File: config.mk
export PLATFORM = sky130hd
export DESIGN_NAME = snax_cgra_csr_arbiter
export DESIGN_NICKNAME = d
export VERILOG_FILES = /design/src/rtl/snax_cgra_pkg.sv /design/src/rtl/snax_cgra_rr_arbiter.sv /design/src/rtl/snax_cgra_csr_arbiter.sv
export SDC_FILE = /design/constraint.sdc
export NUM_CORES = 1
export LEC_CHECK = 0
export BUFFER_PORTS_ARGS = -buffer_cell sky130_fd_sc_hd__buf_2
export CAP_MARGIN = 20
export CORE_ASPECT_RATIO = 2
export CORE_MARGIN = 2
export CORE_UTILIZATION = 39
export CTS_BUF_LIST = sky130_fd_sc_hd__clkbuf_16
export CTS_CLUSTER_DIAMETER = 100
export CTS_CLUSTER_SIZE = 20
export DETAILED_ROUTE_END_ITERATION = 12
export PLACE_DENSITY_LB_ADDON = 0.2
export SYNTH_ARGS = -nofsm -noshare
export SYNTH_HDL_FRONTEND = slang
export SYNTH_SLANG_ARGS = --single-unit
File: constraint.sdc
create_clock -name clk_i -period 5.2 [get_ports clk_i]
set_input_delay 0 -clock clk_i [delete_from_list [all_inputs] [get_ports clk_i]]
set_output_delay 0 -clock clk_i [all_outputs]
set_load 0.02 [all_outputs]
File: src/rtl/snax_cgra_pkg.sv
// Shared types and constants for the SNAX-side CGRA CSR arbiter.
//   csr_req_t     : registered CSR request payload {addr, data, write}
//   trk_entry_t   : outstanding-read tracker entry {req, id}; fields are sized
//                   for the largest supported NumReq / IdWidth and the arbiter
//                   uses only the low bits it needs.
//   CsrAddrOffsetDefault : base of the CGRA CSR window in the SNAX address map.
//   rebase_addr() : converts an absolute CSR address into a CGRA-local one.
package snax_cgra_pkg;

  localparam logic [31:0] CsrAddrOffsetDefault = 32'h0000_03c0;

  localparam int unsigned MaxReqIdxWidth = 8;
  localparam int unsigned MaxIdWidth     = 16;

  typedef struct packed {
    logic [31:0] addr;
    logic [31:0] data;
    logic        write;
  } csr_req_t;

  typedef struct packed {
    logic [MaxReqIdxWidth-1:0] req;
    logic [MaxIdWidth-1:0]     id;
  } trk_entry_t;

  // Wraps modulo 2^32, so addresses below the offset alias high.
  function automatic logic [31:0] rebase_addr(input logic [31:0] addr,
                                              input logic [31:0] offset);
    return addr - offset;
  endfunction

endpackage

File: src/rtl/snax_cgra_rr_arbiter.sv
// Combinational round-robin winner selection.
//   req_i       : eligible-requester vector
//   ptr_i       : round-robin pointer (first index searched)
//   gnt_valid_o : some requester is eligible
//   gnt_idx_o   : lowest eligible index at or after ptr_i, wrapping around
module snax_cgra_rr_arbiter #(
  parameter int unsigned NumReq = 2,
  parameter int unsigned IdxW   = (NumReq > 1) ? $clog2(NumReq) : 1
) (
  input  logic [NumReq-1:0] req_i,
  input  logic [IdxW-1:0]   ptr_i,
  output logic              gnt_valid_o,
  output logic [IdxW-1:0]   gnt_idx_o
);

  logic [IdxW-1:0] cand;

  // Walk the requesters starting at the pointer; the first hit wins.
  always_comb begin
    gnt_valid_o = 1'b0;
    gnt_idx_o   = '0;
    cand        = '0;
    for (int k = 0; k < NumReq; k++) begin
      cand = IdxW'((int'(ptr_i) + k) % NumReq);
      if (!gnt_valid_o && req_i[cand]) begin
        gnt_valid_o = 1'b1;
        gnt_idx_o   = cand;
      end
    end
  end

endmodule

File: src/rtl/snax_cgra_csr_arbiter.sv
// Shares one CGRA CSR port between NumReq SNAX-side requesters.
//   clk_i / rst_i          : clock, synchronous active-high reset
//   req_*                  : per-requester request channel (valid/ready)
//   rsp_*                  : read responses, valid routed to the issuing
//                            requester, data/id on a shared bus
//   csr_req_* / csr_rsp_*  : single CGRA CSR manager port
//   dbg_state_o            : FSM state (0 = IDLE, 1 = ISSUE)
//
// Handshakes: a transfer happens on a rising edge where valid and ready are
// both 1. Valid never waits on ready; once asserted, csr_req_* payload holds
// until the transfer. Only reads produce a CSR response.
module snax_cgra_csr_arbiter
  import snax_cgra_pkg::*;
#(
  parameter int unsigned NumReq        = 2,
  parameter int unsigned IdWidth       = 5,
  parameter int unsigned Depth         = 4,
  parameter logic [31:0] CsrAddrOffset = CsrAddrOffsetDefault
) (
  input  logic                            clk_i,
  input  logic                            rst_i,
  input  logic [NumReq-1:0]               req_valid_i,
  output logic [NumReq-1:0]               req_ready_o,
  input  logic [NumReq-1:0][31:0]         req_addr_i,
  input  logic [NumReq-1:0][31:0]         req_data_i,
  input  logic [NumReq-1:0]               req_write_i,
  input  logic [NumReq-1:0][IdWidth-1:0]  req_id_i,
  output logic [NumReq-1:0]               rsp_valid_o,
  input  logic [NumReq-1:0]               rsp_ready_i,
  output logic [31:0]                     rsp_data_o,
  output logic [IdWidth-1:0]              rsp_id_o,
  output logic                            csr_req_valid_o,
  output logic [31:0]                     csr_req_addr_o,
  output logic [31:0]                     csr_req_data_o,
  output logic                            csr_req_write_o,
  input  logic                            csr_req_ready_i,
  input  logic                            csr_rsp_valid_i,
  input  logic [31:0]                     csr_rsp_data_i,
  output logic                            csr_rsp_ready_o,
  output logic [0:0]                      dbg_state_o
);

  localparam int unsigned IdxW = (NumReq > 1) ? $clog2(NumReq) : 1;
  localparam int unsigned PtrW = $clog2(Depth);
  localparam int unsigned CntW = PtrW + 1;

  localparam logic [0:0] StIdle  = 1'b0;
  localparam logic [0:0] StIssue = 1'b1;

  // ---------------- state ----------------
  logic [0:0]                   state_q, state_d;
  logic [IdxW-1:0]              rr_q, rr_d;
  csr_req_t                     csr_q, csr_d;
  trk_entry_t [Depth-1:0]       mem_q, mem_d;
  logic [PtrW-1:0]              wptr_q, wptr_d;
  logic [PtrW-1:0]              rptr_q, rptr_d;
  logic [CntW-1:0]              count_q, count_d;

  // ---------------- arbitration ----------------
  logic                         trk_full;
  logic                         trk_empty;
  logic [NumReq-1:0]            elig;
  logic                         gnt_valid;
  logic [IdxW-1:0]              gnt_idx;
  logic                         can_accept;
  logic                         accept;
  logic                         push;
  logic                         pop;
  trk_entry_t                   head;
  logic [IdxW-1:0]              head_req;
  logic [$bits(trk_entry_t)-1:0] unused_head;

  // Fullness uses the registered count, so a read stalled by a full tracker
  // is still held in the cycle its slot is being freed.
  assign trk_full  = (count_q == CntW'(Depth));
  assign trk_empty = (count_q == '0);

  always_comb begin
    elig = '0;
    for (int i = 0; i < NumReq; i++) begin
      elig[i] = req_valid_i[i] & (req_write_i[i] | ~trk_full);
    end
  end

  snax_cgra_rr_arbiter #(
    .NumReq (NumReq),
    .IdxW   (IdxW)
  ) u_rr_arbiter (
    .req_i       (elig),
    .ptr_i       (rr_q),
    .gnt_valid_o (gnt_valid),
    .gnt_idx_o   (gnt_idx)
  );

  // The output register can take a new request when empty, or when its
  // current content is leaving this cycle.
  assign can_accept  = (state_q == StIdle) | csr_req_ready_i;
  assign accept      = can_accept & gnt_valid;
  assign req_ready_o = accept ? (NumReq'(1) << gnt_idx) : '0;

  assign push = accept & ~req_write_i[gnt_idx];
  assign pop  = csr_rsp_valid_i & csr_rsp_ready_o;

  // ---------------- request path ----------------
  always_comb begin
    state_d = state_q;
    rr_d    = rr_q;
    csr_d   = csr_q;
    if (accept) begin
      state_d     = StIssue;
      csr_d.addr  = rebase_addr(req_addr_i[gnt_idx], CsrAddrOffset);
      csr_d.data  = req_data_i[gnt_idx];
      csr_d.write = req_write_i[gnt_idx];
      rr_d        = (gnt_idx == IdxW'(NumReq - 1)) ? '0 : gnt_idx + 1'b1;
    end else if ((state_q == StIssue) && csr_req_ready_i) begin
      state_d = StIdle;
    end
  end

  assign csr_req_valid_o = (state_q == StIssue);
  assign csr_req_addr_o  = csr_q.addr;
  assign csr_req_data_o  = csr_q.data;
  assign csr_req_write_o = csr_q.write;
  assign dbg_state_o     = state_q;

  // ---------------- outstanding-read tracker ----------------
  always_comb begin
    mem_d   = mem_q;
    wptr_d  = wptr_q;
    rptr_d  = rptr_q;
    count_d = count_q;
    if (push) begin
      mem_d[wptr_q].req = MaxReqIdxWidth'(gnt_idx);
      mem_d[wptr_q].id  = MaxIdWidth'(req_id_i[gnt_idx]);
      wptr_d            = wptr_q + 1'b1;
    end
    if (pop) begin
      rptr_d = rptr_q + 1'b1;
    end
    case ({push, pop})
      2'b10:   count_d = count_q + 1'b1;
      2'b01:   count_d = count_q - 1'b1;
      default: count_d = count_q;
    endcase
  end

  // ---------------- response path ----------------
  assign head        = mem_q[rptr_q];
  assign head_req    = head.req[IdxW-1:0];
  assign unused_head = head;

  // A response with no outstanding read is never acknowledged or forwarded.
  assign rsp_valid_o     = (csr_rsp_valid_i & ~trk_empty) ? (NumReq'(1) << head_req) : '0;
  assign rsp_data_o      = csr_rsp_data_i;
  assign rsp_id_o        = head.id[IdWidth-1:0];
  assign csr_rsp_ready_o = ~trk_empty & rsp_ready_i[head_req];

  // ---------------- registers ----------------
  always_ff @(posedge clk_i) begin
    if (rst_i) begin
      state_q <= StIdle;
      rr_q    <= '0;
      csr_q   <= '0;
      mem_q   <= '0;
      wptr_q  <= '0;
      rptr_q  <= '0;
      count_q <= '0;
    end else begin
      state_q <= state_d;
      rr_q    <= rr_d;
      csr_q   <= csr_d;
      mem_q   <= mem_d;
      wptr_q  <= wptr_d;
      rptr_q  <= rptr_d;
      count_q <= count_d;
    end
  end

endmodule

== Word level (Yosys, flattened, before mapping) ==
Cells that the tools add are included.
Operators by class
  multipliers: 0
  magnitude comparators: 7
  reductions and logical operators: 7
  divide/modulo/power cells: 0
  eq/ne operators: 3
  mux-type cells: 32
  shifts and indexed selects: 2
  add/subtract/negate cells: 7
  bitwise operators: 14
Operators by type and width (count)
  96-bit bitwise mux: 2
  32-bit 2-to-1 mux: 4
  24-bit demux with 2-bit select: 2
  24-bit binary-select mux with 2-bit select: 1
  32-bit by 10-bit subtractor with 32-bit output (second input constant): 1
  24-bit 2-to-1 mux: 1
  17-bit 2-to-1 mux: 1
  16-bit 2-to-1 mux: 1
  1-bit 2-to-1 mux: 15
  5-bit 2-to-1 mux: 2
  1-bit by 2-bit less-than comparator with 1-bit output (second input constant): 4
  1-bit bitwise AND: 7
  2-bit by 3-bit less-than comparator with 1-bit output (second input constant): 2
  3-bit case mux with 2 select lines: 1
  2-bit by 1-bit adder with 2-bit output (second input constant): 2
  2-bit 2-to-1 mux: 2
  1-bit NOT: 4
  2-bit nonzero test: 2
  1-bit by 1-bit left shift with 2-bit output (first input constant): 2
  3-bit by 1-bit adder with 3-bit output (second input constant): 1
  3-bit equality test (second input constant): 1
  1-bit logical AND: 3
  3-bit logical NOT: 1
  1-bit bitwise OR: 3
  6 further kinds: 7
Storage, ports and cells
  output and inout bits: 109
  bits in read-only memories: 0
  latch bits: 0
  memories: 0
  word-level logic and storage cells: 88
  flip-flop bits (word level): 170
  memory bits (writable): 0
  input bits: 180

== Depth between registers and ports, before layout ==
Gate-level depths: netlist (run 1).
  depth after elaboration: 16
  depth in mapped cells: 16
  gate-level depth less buffers: 11

== Cells and area by module ==
A second synthesis (run 1) with hierarchy kept.
Unflattened totals
  cell total of the unflattened synthesis: 629
  area total of the unflattened synthesis: 5445.2 sq um
By module, submodules not included
  snax_cgra_csr_arbiter: sequential area each 1961.9 sq um, instances 1, cells each 626, area each 5427.7 sq um
  snax_cgra_rr_arbiter: sequential area each 0.0 sq um, instances 1, cells each 3, area each 17.5 sq um

== Least setup slack after synthesis (run 1) ==
OpenSTA, ideal clock, no wires.
  path kind: register to register
  start: register count_q[0]
  end: register csr_q (netlist bit csr_req_addr_o[28])
  period minus slack after synthesis: 4.531 ns
  data arrival time: 4.408 ns
  required time: 5.078 ns
  cell stages (with the launch flop): 17
  path buffers: 5
  path slack: 0.669 ns
  setup time: 0.122 ns
  cell sequence: dfxtp_1 > or4b_4 > a311o_1 > buf_6 > clkbuf_1 > clkbuf_1 > clkbuf_1 > nand2_1 > nand2_1 > ha_1 > a311o_1 > or4_1 > clkbuf_1 > mux2_2 > or3_4 > and3_1 > a311o_1
On the way
  word-level cells in the longest chain between the ends: 13
  elaborated cells on any way between the ends: 20
  classes of those cells: add/sub: 1; eq/ne: 1; mux: 10; bitwise: 6; reduce/logical: 2
Ends and longest elaborated chain
  from (decl): RTL line snax_cgra_csr_arbiter.sv:57  | logic [CntW-1:0] count_q, count_d;
  from (signal assigned): RTL line snax_cgra_csr_arbiter.sv:175  | count_q <= count_d;
  3-bit equality test *: RTL line snax_cgra_csr_arbiter.sv:75  | assign trk_full = (count_q == CntW'(Depth));
  1-bit NOT *: RTL line snax_cgra_csr_arbiter.sv:81  | elig[i] = req_valid_i[i] & (req_write_i[i] | ~trk_full);
  1-bit bitwise OR: RTL line snax_cgra_csr_arbiter.sv:81
  1-bit bitwise AND: RTL line snax_cgra_csr_arbiter.sv:81
  1-bit 2-to-1 mux (not written as such) (2 in a row): RTL line snax_cgra_rr_arbiter.sv:25  | if (!gnt_valid_o && req_i[cand]) begin
  1-bit 2-to-1 mux: RTL line snax_cgra_rr_arbiter.sv:25
  1-bit logical NOT: RTL line snax_cgra_rr_arbiter.sv:25
  1-bit logical AND: RTL line snax_cgra_rr_arbiter.sv:25
  1-bit 2-to-1 mux: RTL line snax_cgra_rr_arbiter.sv:25
  32-bit 2-to-1 mux (not written as such) (2 in a row): RTL line snax_cgra_csr_arbiter.sv:111  | csr_d.addr = rebase_addr(req_addr_i[gnt_idx], CsrAddrOffset);
  32-bit by 10-bit subtractor with 32-bit output: RTL line snax_cgra_pkg.sv:29  | return addr - offset;
  to (signal assigned): RTL line snax_cgra_csr_arbiter.sv:171  | csr_q <= csr_d;
  to (decl): RTL line snax_cgra_csr_arbiter.sv:53  | csr_req_t csr_q, csr_d;
Every way passes the cells marked *; elsewhere a longest branch is shown, timed or not. The select of a mux whose other input is x is not followed.
A chain may end at the register's enable or synchronous reset.

== Worst setup path in the final report (run 1) ==
Same ends and word-level chain as after synthesis.

==> flow_metrics.tcl, run 1 <==
set metrics [dict create \
    status "completed" \
    synth_top_area_cell "dfxtp_1" \
    synth.distinct_cells 53 \
    route.detailed.drc 0 \
    cts.repair.resized 0 \
    grtUsageMet3_pct 4.46 \
    muxShareOfSynthArea_pct 9.59 \
    areaGrowthSynthToFinish_pct 37.7 \
    tritoncts "built" \
    grt_max_degree 101 \
    die_w_um 87.8 \
    ir_worst_vdd_uv 152 \
    timing.final.ws_setup_ns 0.970 \
    drv_cap 0 \
    fin_crit_sh_pct 81.3 \
    clock_skew_ns 0.0108 \
    ys_async_sr_fraction_pct 0 \
    power_density_nw_per_um2 283 \
    cts.sinks 98 \
    synth_top_flop_cell "dfxtp_1" \
    power.total_mw 2.13 \
    diodes 0 \
    startpoint_type "register" \
    ant_nets 0 \
    rows 61 \
    synth_edf_count 0 \
    syn_area_um2 5480 \
    core_um2 13800 \
    netlist_top_cells_area "dfxtp_1 (36%), nand2_1 (9.0%), a311oi_1 (6.4%)" \
    worst_slew_pin_slew_ns 1.05 \
    grt_pass1_vias 5852 \
    seq_area_frac_synth_pct 35.8 \
    syn_nets 866 \
    maxSlewHeadroom_pct 30.2 \
    die-area_um2 15100 \
    period_minus_slack_ns 4.23 \
    cts.clk_slew.worst_paths_ns 0.07 \
    via_per_inst 5.34 \
    end_kind "register" \
    finalNonFillerCells 1112 \
    hpwl_mm 12.8 \
    rsz0062_at_grt "no" \
    ff2ff_setup_slack_ns 0.97 \
    yosysWarnings 0 \
    synth-compound-area-share_pct 15.5 \
    finalNetCount 1105 \
    root_buffer "clkbuf_16" \
    synth_common_cells "nand2_1 (131), dfxtp_1 (98), nor2_1 (87)" \
    globalplace.congestion 0.876 \
    yosys.area_share.adder_pct 1.74 \
    critPathArrivalTime_ns 4.45 \
    grt-busiest-layer "met2" \
    gr-usage-met2_pct 44.3 \
    fillers 1361 \
    hold_path.class "input pin to output port" \
    setup_viol 0 \
    port_buffers 224 \
    tns_ns 0 \
    htreeDepth 3 \
    synth_top_family_by_area "simple AND/OR/NAND/NOR gates" \
    vias 5937 \
    yosysMostFrequentCell "nand2_1" \
    first_pass_iters 4 \
    crit_type "register to register" \
    holdPathStages 0 \
    hold_viol_final 0 \
    synth-seq-cells 98 \
    ios 289 \
    placed_cell_area_um2 6480 \
    die_y_um 172 \
    antenna_found_initial 1 \
    ff2ff_path_depth 12 \
    leakagePower_nw 3.56 \
    grt.total_usage_pct 23.9 \
    netlist.area_leader.share_pct 35.8 \
    dpl_worst_slack_ns 1.04 \
    drtIter0Drc 232 \
    cts_buffers 9 \
    clock.fmax_mhz 236 \
    insertion_delay_ns 0.34 \
    synth_xor_area_share_pct 4.32 \
    postLayoutCellArea_um2 7550 \
    drt_wl_total_mm 18.3 \
    synthSimpleGateAreaFrac_pct 24.7 \
    clk_path_buf_depth 2 \
    grt_pass1_wl_mm 28.3 \
    overflow 0 \
    initial_core_util_pct 39.7 \
    syn-mean-instance-area_um2 8.07 \
    synthCells 679 \
    wl_per_cell_um 16.4 \
    required_ns 5.42 \
    drive_above_1_share_pct 28.3 \
    dp.cells 1019 \
    drv_slew 0 \
    cp_max_fo 27 \
    met1_usage_pct 24.5 \
]
## layer usage
metal	routed length [um]	up-vias
met5	7	-
met4	800	2
met3	858	72
met2	9920	202
met1	6680	2796
li1	-	2865
## worst paths after layout
kind	startpoint	endpoint
setup / recovery	count_q[0]$_SDFFE_PP0P_	csr_req_addr_o[28]$_SDFFE_PP0N_
hold / removal	csr_rsp_data_i[14]	rsp_data_o[14]
setup reg to reg	count_q[0]$_SDFFE_PP0P_	csr_req_addr_o[28]$_SDFFE_PP0N_
hold reg to reg	csr_req_addr_o[14]$_SDFFE_PP0N_	csr_req_addr_o[14]$_SDFFE_PP0N_
## worst max-delay path: stages, from the launching register on
cell and delay, ns:
dfxtp_1 0.36, nor4b_1 0.74, a311oi_4 0.09, buf_4 0.27
nand2_1 0.11, nand2_1 0.07, ha_1 0.26, a311o_1 0.41
or4_1 0.56, mux2_2 0.35, or3_4 0.39, and3_1 0.18
a311o_1 0.31
## flip-flops by register name, summed over array words and instances, names as in the netlist
signal and flops:
count_q 3, csr_req_addr_o 32, csr_req_data_o 32, csr_req_valid_o 1, csr_req_write_o 1, mem_q 24
rptr_q 2, rr_q 1, wptr_q 2
## area by class of cell
class	instances	area, um2	area share [%]
Timing Repair Buffer	306	1930	25.6
Multi-Input combinational cell	495	3090	41.0
Inverter	8	30.0	0.398
Clock inverter	7	68.8	0.912
Tap cell	189	236	3.13
Sequential cell	98	1960	26.0
Clock buffer	9	225	2.98
## cell families (layout without fill, tap and decap cells)
kind of cell               count (synthesis)  in the layout
and+or+nand+nor                          304            304
muxes                                     44             44
AOI/OAI and AO/OA                        113            113
adders and majority gates                  7              7
DFF                                       98             98
buffers and inverters                     86            330
xor gates and xnor gates                  27             27
## timing repair
| action | 4_1_cts | 5_1_grt |
|---|---|---|
| buffers inserted | 0 | 0 |
| endpoints found under the hold margin | 39 | 0 |
| hold buffers | 77 | 0 |
| endpoints found under the setup margin | 0 | 0 |
## cells in the final DEF (no fill, tap or decap), types with 14 or more instances in the layout
| master | count |
|---|---|
| dfxtp_1 | 98 |
| buf_2 | 223 |
| xor2_1 | 17 |
| dlygate4sd3_1 | 77 |
| mux2i_1 | 33 |
| nor4_1 | 14 |
| a311oi_1 | 39 |
| nand3_1 | 17 |
| nor2_1 | 87 |
| nand2_1 | 131 |
| a21oi_1 | 21 |
## where the power goes
group | total, mW | internal (mW) | switching, mW
logic | 0.606 | 0.259 | 0.347
clock network | 0.665 | 0.372 | 0.294
registers | 0.863 | 0.819 | 0.0441
## metrics by stage
| stage | hold slack (ns) | utilization [%] |
|---|---|---|
| 2_1_floorplan | 0.113 | - |
| 5_1_grt | 0.0000293 | 54.6 |
| 6_report | 0.00000677 | 54.6 |
| 4_1_cts | 0.000149 | 54.6 |
| 3_5_place_dp | 0.000149 | 46.9 |
| 3_3_place_gp | 0.000149 | 46.9 |
No activity file was read; power rests on OpenSTA's default activity.
==> run 2, diff against run 1 <==
- clock period: 5.2 -> 4.1 ns (I/O delays scaled with it)
==> run 2 against run 1 <==
Effect of this change: register-to-register slack got worse by 0.72 ns; global-route usage rose by 1.3 points; via count down 0.20%; clock-buffer cell count is the same.
==> flow_metrics.tcl, run 2 (synthesis gave the netlist of run 1 again) <==
set metrics [dict create \
    end_kind "register" \
    cp_max_fo 6 \
    status "completed" \
    insertion_delay_ns 0.35 \
    startpoint_type "register" \
    overflow 0 \
    period_minus_slack_ns 3.85 \
    final_common_cell "buf_2" \
    met1_usage_pct 24.9 \
    diodes 0 \
    maxSlewHeadroom_pct 44.5 \
    cts.sinks 98 \
    fillers 1357 \
    required_ns 4.33 \
    drv_slew 0 \
    core_um2 13800 \
    dp.cells 1025 \
    crit_slowest_cell "or4b_4" \
    drv_cap 0 \
    drtIter0Drc 236 \
    globalplace.congestion 0.889 \
    clk_path_buf_depth 2 \
    leakagePower_nw 3.62 \
    areaGrowthSynthToFinish_pct 39.3 \
    hold_viol_final 0 \
    route.detailed.drc 0 \
    die_w_um 87.8 \
    grt-busiest-layer "met2" \
    antenna_found_initial 0 \
    final_cell_mix "buf_2 (223), nand2_1 (131), dfxtp_1 (98)" \
    clock_skew_ns 0.00954 \
    first_pass_iters 4 \
    drive_above_1_share_pct 29.0 \
    power_density_nw_per_um2 365 \
    worst_slew_pin_slew_ns 0.833 \
    cts.repair.resized 0 \
    rsz0062_at_grt "no" \
    wl_per_cell_um 17.0 \
    dpl_worst_slack_ns 0.268 \
    initial_core_util_pct 39.7 \
    multi_input_area_um2 3100 \
    grt.total_usage_pct 25.1 \
    cts_setup_buffers 0 \
    grtUsageMet3_pct 4.46 \
    clock.fmax_mhz 260 \
    finalNetCount 1112 \
    htreeDepth 3 \
    ff2ff_path_depth 11 \
    postCtsHoldBufs 78 \
    hpwl_mm 13.5 \
    tns_ns 0 \
    tritoncts "built" \
    grt_pass1_vias 6003 \
    rows 61 \
    holdPathStages 0 \
    vias 5925 \
    critPathArrivalTime_ns 4.09 \
    die_y_um 172 \
    rr_startpoint "count_q[1]$_SDFFE_PP0P_" \
    worstHoldStart "csr_rsp_data_i[28]" \
    gr-usage-met2_pct 47.3 \
    drt_wl_total_mm 19.1 \
    crit_path_start "count_q[1]$_SDFFE_PP0P_" \
    root_buffer "clkbuf_16" \
    finalNonFillerCells 1119 \
    cts.clk_slew.worst_paths_ns 0.07 \
    crit_type "register to register" \
    timing.final.ws_setup_ns 0.247 \
    setup_viol 0 \
    hold_path.class "input pin to output port" \
    fin_crit_sh_pct 94.0 \
    die-area_um2 15100 \
    grt_pass1_wl_mm 29.3 \
    path_cells "or4b_4 -> a311o_2 -> nand2_1 -> nand2_1 -> ha_2 -> a311o_1 -> or3_4 -> mux2_4 -> or3_4 -> and3_1 -> a311o_1" \
    slowest_delay_ns 0.57 \
    ant_nets 0 \
    ir_worst_vdd_uv 223 \
    port_buffers 224 \
    via_per_inst 5.29 \
    cts_buffers 9 \
    ios 289 \
    seq_area_um2 1960 \
    grt_max_degree 74 \
]
## run 2: cell count changes in the layout (fill, tap and decap cells not counted), sizes merged
cell	previous run	this run
clkinvlp	3	2
buf	229	235
bufinv	1	2
dlygate4sd3	77	78
## run 2: metal layers
metal / wire (um) / vias to the layer above
li1: - / 2873
met1: 6680 / 2779
met2: 10600 / 210
met3: 899 / 63
met4: 909 / 0
met5: 0 / -
## run 2: metrics by stage
stage	util (%)	hold WS, ns	power, mW	area [um2]
after detailed placement	47.3	0.000149	1.81	6540
after global placement	47.3	0.000149	1.80	6540
after global routing	55.3	0.0000293	2.93	7640
final	55.3	0.00000677	2.79	7640
after CTS	55.3	0.000149	2.81	7640
after floorplan	-	0.113	1.59	5530
## run 2: worst max-delay path, delay by kind of cell (launching register included)
family / cells / cell delay [ns]
AOI/OAI and AO/OA: 3 / 1.18
adders and majority gates: 1 / 0.23
DFF: 1 / 0.35
muxes: 1 / 0.29
and+or+nand+nor: 6 / 1.69
## run 2: power by group
part           internal, mW  switching [mW]  leakage [nW]  total, mW
registers              1.04          0.0489         0.808       1.09
clock network         0.534           0.380         0.153      0.914
logic                 0.333           0.454          2.66      0.787
total                  1.91           0.883          3.62       2.79
## run 2: path summary, 6_finish.rpt
check	to	slack [ns]
worst max register to register	csr_req_addr_o[28]$_SDFFE_PP0N_	0.25
worst min register to register	csr_req_addr_o[13]$_SDFFE_PP0N_	0.46
worst min-delay path	rsp_data_o[28]	0.000007
worst max-delay path	csr_req_addr_o[28]$_SDFFE_PP0N_	0.25
## run 2: final cells by class
cell class	count	share of cell area (%)
clock buffer	9	2.95
clock inverter	7	1.21
inverter	8	0.393
multi-input combinational	495	40.6
sequential	98	25.7
tap	189	3.10
timing repair buffer	313	26.0
==> run 3, diff against run 2 <==
- REMOVE_ABC_BUFFERS: unset -> 1
- clock period: 4.1 -> 4.9 ns (I/O delays scaled with it)
==> run 3 against run 2 <==
Effect of this change: register-to-register slack gained 0.56 ns; via count fell by 0.89%; largest cell class unchanged; utilization shrank 0.34 points; routed wire length is 2.0% higher; critical path type unchanged.
==> flow_metrics.tcl, run 3 (synthesis gave the netlist of run 1 again) <==
set metrics [dict create \
    initial_core_util_pct 39.7 \
    htreeDepth 3 \
    cts.sinks 98 \
    rows 61 \
    dp.cells 1020 \
    setup_viol 0 \
    port_buffers 224 \
    path_depth 11 \
    critPathArrivalTime_ns 4.32 \
    clock_skew_ns 0.0101 \
    utilization_pct 54.9 \
    drv_slew 0 \
    ff2ff_setup_slack_ns 0.80 \
    critPathTopFamily "simple AND/OR/NAND/NOR gates" \
    hold_path.class "input pin to output port" \
    crit_slowest_cell "or4b_4" \
    crit_type "register to register" \
    final_cell_mix "buf_2 (223), nand2_1 (131), dfxtp_1 (98)" \
    grt_pass1_vias 5655 \
    clk_path_buf_depth 2 \
    hpwl_mm 14.2 \
    maxSlewHeadroom_pct 46.4 \
    cts.clk_slew.worst_paths_ns 0.07 \
    path_buf_inv 0 \
    die-area_um2 15100 \
    status "completed" \
    cts_setup_buffers 0 \
    cp_max_fo 7 \
    via_per_inst 5.27 \
    die_y_um 172 \
    rsz0062_at_grt "no" \
    insertion_delay_ns 0.34 \
    slowest_delay_ns 0.59 \
    areaGrowthSynthToFinish_pct 38.5 \
    ios 289 \
    grt_max_degree 79 \
    tritoncts "built" \
    finalNonFillerCells 1115 \
    period_minus_slack_ns 4.10 \
    die_w_um 87.8 \
    finalNetCount 1107 \
    final_common_cell "buf_2" \
    drtIter0Drc 220 \
    leakagePower_nw 3.59 \
    root_buffer "clkbuf_16" \
    tns_ns 0 \
    cts.repair.resized 0 \
    globalplace.congestion 0.875 \
    worst_slew_pin_slew_ns 0.793 \
    cp-endpoint "csr_req_addr_o[28]$_SDFFE_PP0N_" \
    cts_buffers 9 \
    ant_nets 0 \
    antenna_found_initial 1 \
    ir_worst_vdd_uv 205 \
    drive_above_1_share_pct 28.5 \
    drt_wl_total_mm 19.4 \
    startpoint_type "register" \
    rr_startpoint "count_q[0]$_SDFFE_PP0P_" \
    required_ns 5.12 \
    first_pass_iters 4 \
    hold_viol_final 0 \
    clock.fmax_mhz 244 \
    core_um2 13800 \
    grt.total_usage_pct 24.8 \
    drv_cap 0 \
    overflow 0 \
    fin_crit_sh_pct 83.6 \
    crit_path_start "count_q[0]$_SDFFE_PP0P_" \
    power_density_nw_per_um2 307 \
    r2r-end "csr_req_addr_o[28]$_SDFFE_PP0N_" \
    grt_pass1_wl_mm 28.8 \
    path_cells "or4b_4 -> a311o_2 -> nand2_1 -> nand2_1 -> ha_1 -> a311o_1 -> or4_1 -> mux2_2 -> or3_4 -> and3_1 -> a311o_1" \
    power.total_mw 2.33 \
    holdPathStages 0 \
    ff2ff_path_depth 11 \
    route.detailed.drc 0 \
    wl_per_cell_um 17.4 \
    vias 5872 \
    end_kind "register" \
]
run 3: per-stage QoR:
step                area, um2  hold WS [ns]  setup slack [ns]
global placement         6490      0.000161             0.884
floorplan                5050             0             -2.12
global route             7590      0.000101             0.652
finish                   7590     0.0000999             0.802
detailed placement       6490      0.000161             0.830
CTS                      7580      0.000161             0.798
run 3: final cells by class:
cell class | instances | area (um2)
flip-flops and latches | 98 | 1960
diodes | 2 | 5.00
well taps | 189 | 236
repair buffers | 308 | 1950
clock buffers | 9 | 225
fillers | 1336 | 6220
multi-input cells | 495 | 3090
inverters | 8 | 30.0
clock inverters | 6 | 90.1
run 3: worst register-to-register path, cell delays in order (launching register included):
cell and delay [ns]:
dfxtp_1 0.36, or4b_4 0.59, a311o_2 0.45, nand2_1 0.08, nand2_1 0.07, ha_1 0.26
a311o_1 0.41, or4_1 0.54, mux2_2 0.35, or3_4 0.39, and3_1 0.17, a311o_1 0.31
run 3: metal layers:
layer	GRT usage, %	part of all wire [%]
met1	24.9	34
met2	44.1	53
met3	9.55	9.3
met4	10.7	3.5
met5	3.64	0.32
run 3: timing repair:
item,4_1_cts,5_1_grt
hold buffers,78,0
hold endpoints to repair,40,0
setup endpoints to repair,0,0
run 3: where the power goes:
part           total, mW  internal, mW  switching [mW]
clock network      0.764         0.447           0.317
logic              0.648         0.276           0.372
registers          0.916         0.869          0.0468
total               2.33          1.59           0.736
run 3: worst min path at each step:
stage / start / end / slack (ns)
after detailed placement: csr_rsp_data_i[12] / rsp_data_o[12] / 0.0002
after global routing: csr_rsp_data_i[23] / rsp_data_o[23] / 0.0001
final: csr_rsp_data_i[22] / rsp_data_o[22] / 0.0001
after floorplan: csr_rsp_data_i[0] / rsp_data_o[0] / 0
after global placement: csr_rsp_data_i[12] / rsp_data_o[12] / 0.0002
after CTS: csr_rsp_data_i[12] / rsp_data_o[12] / 0.0002
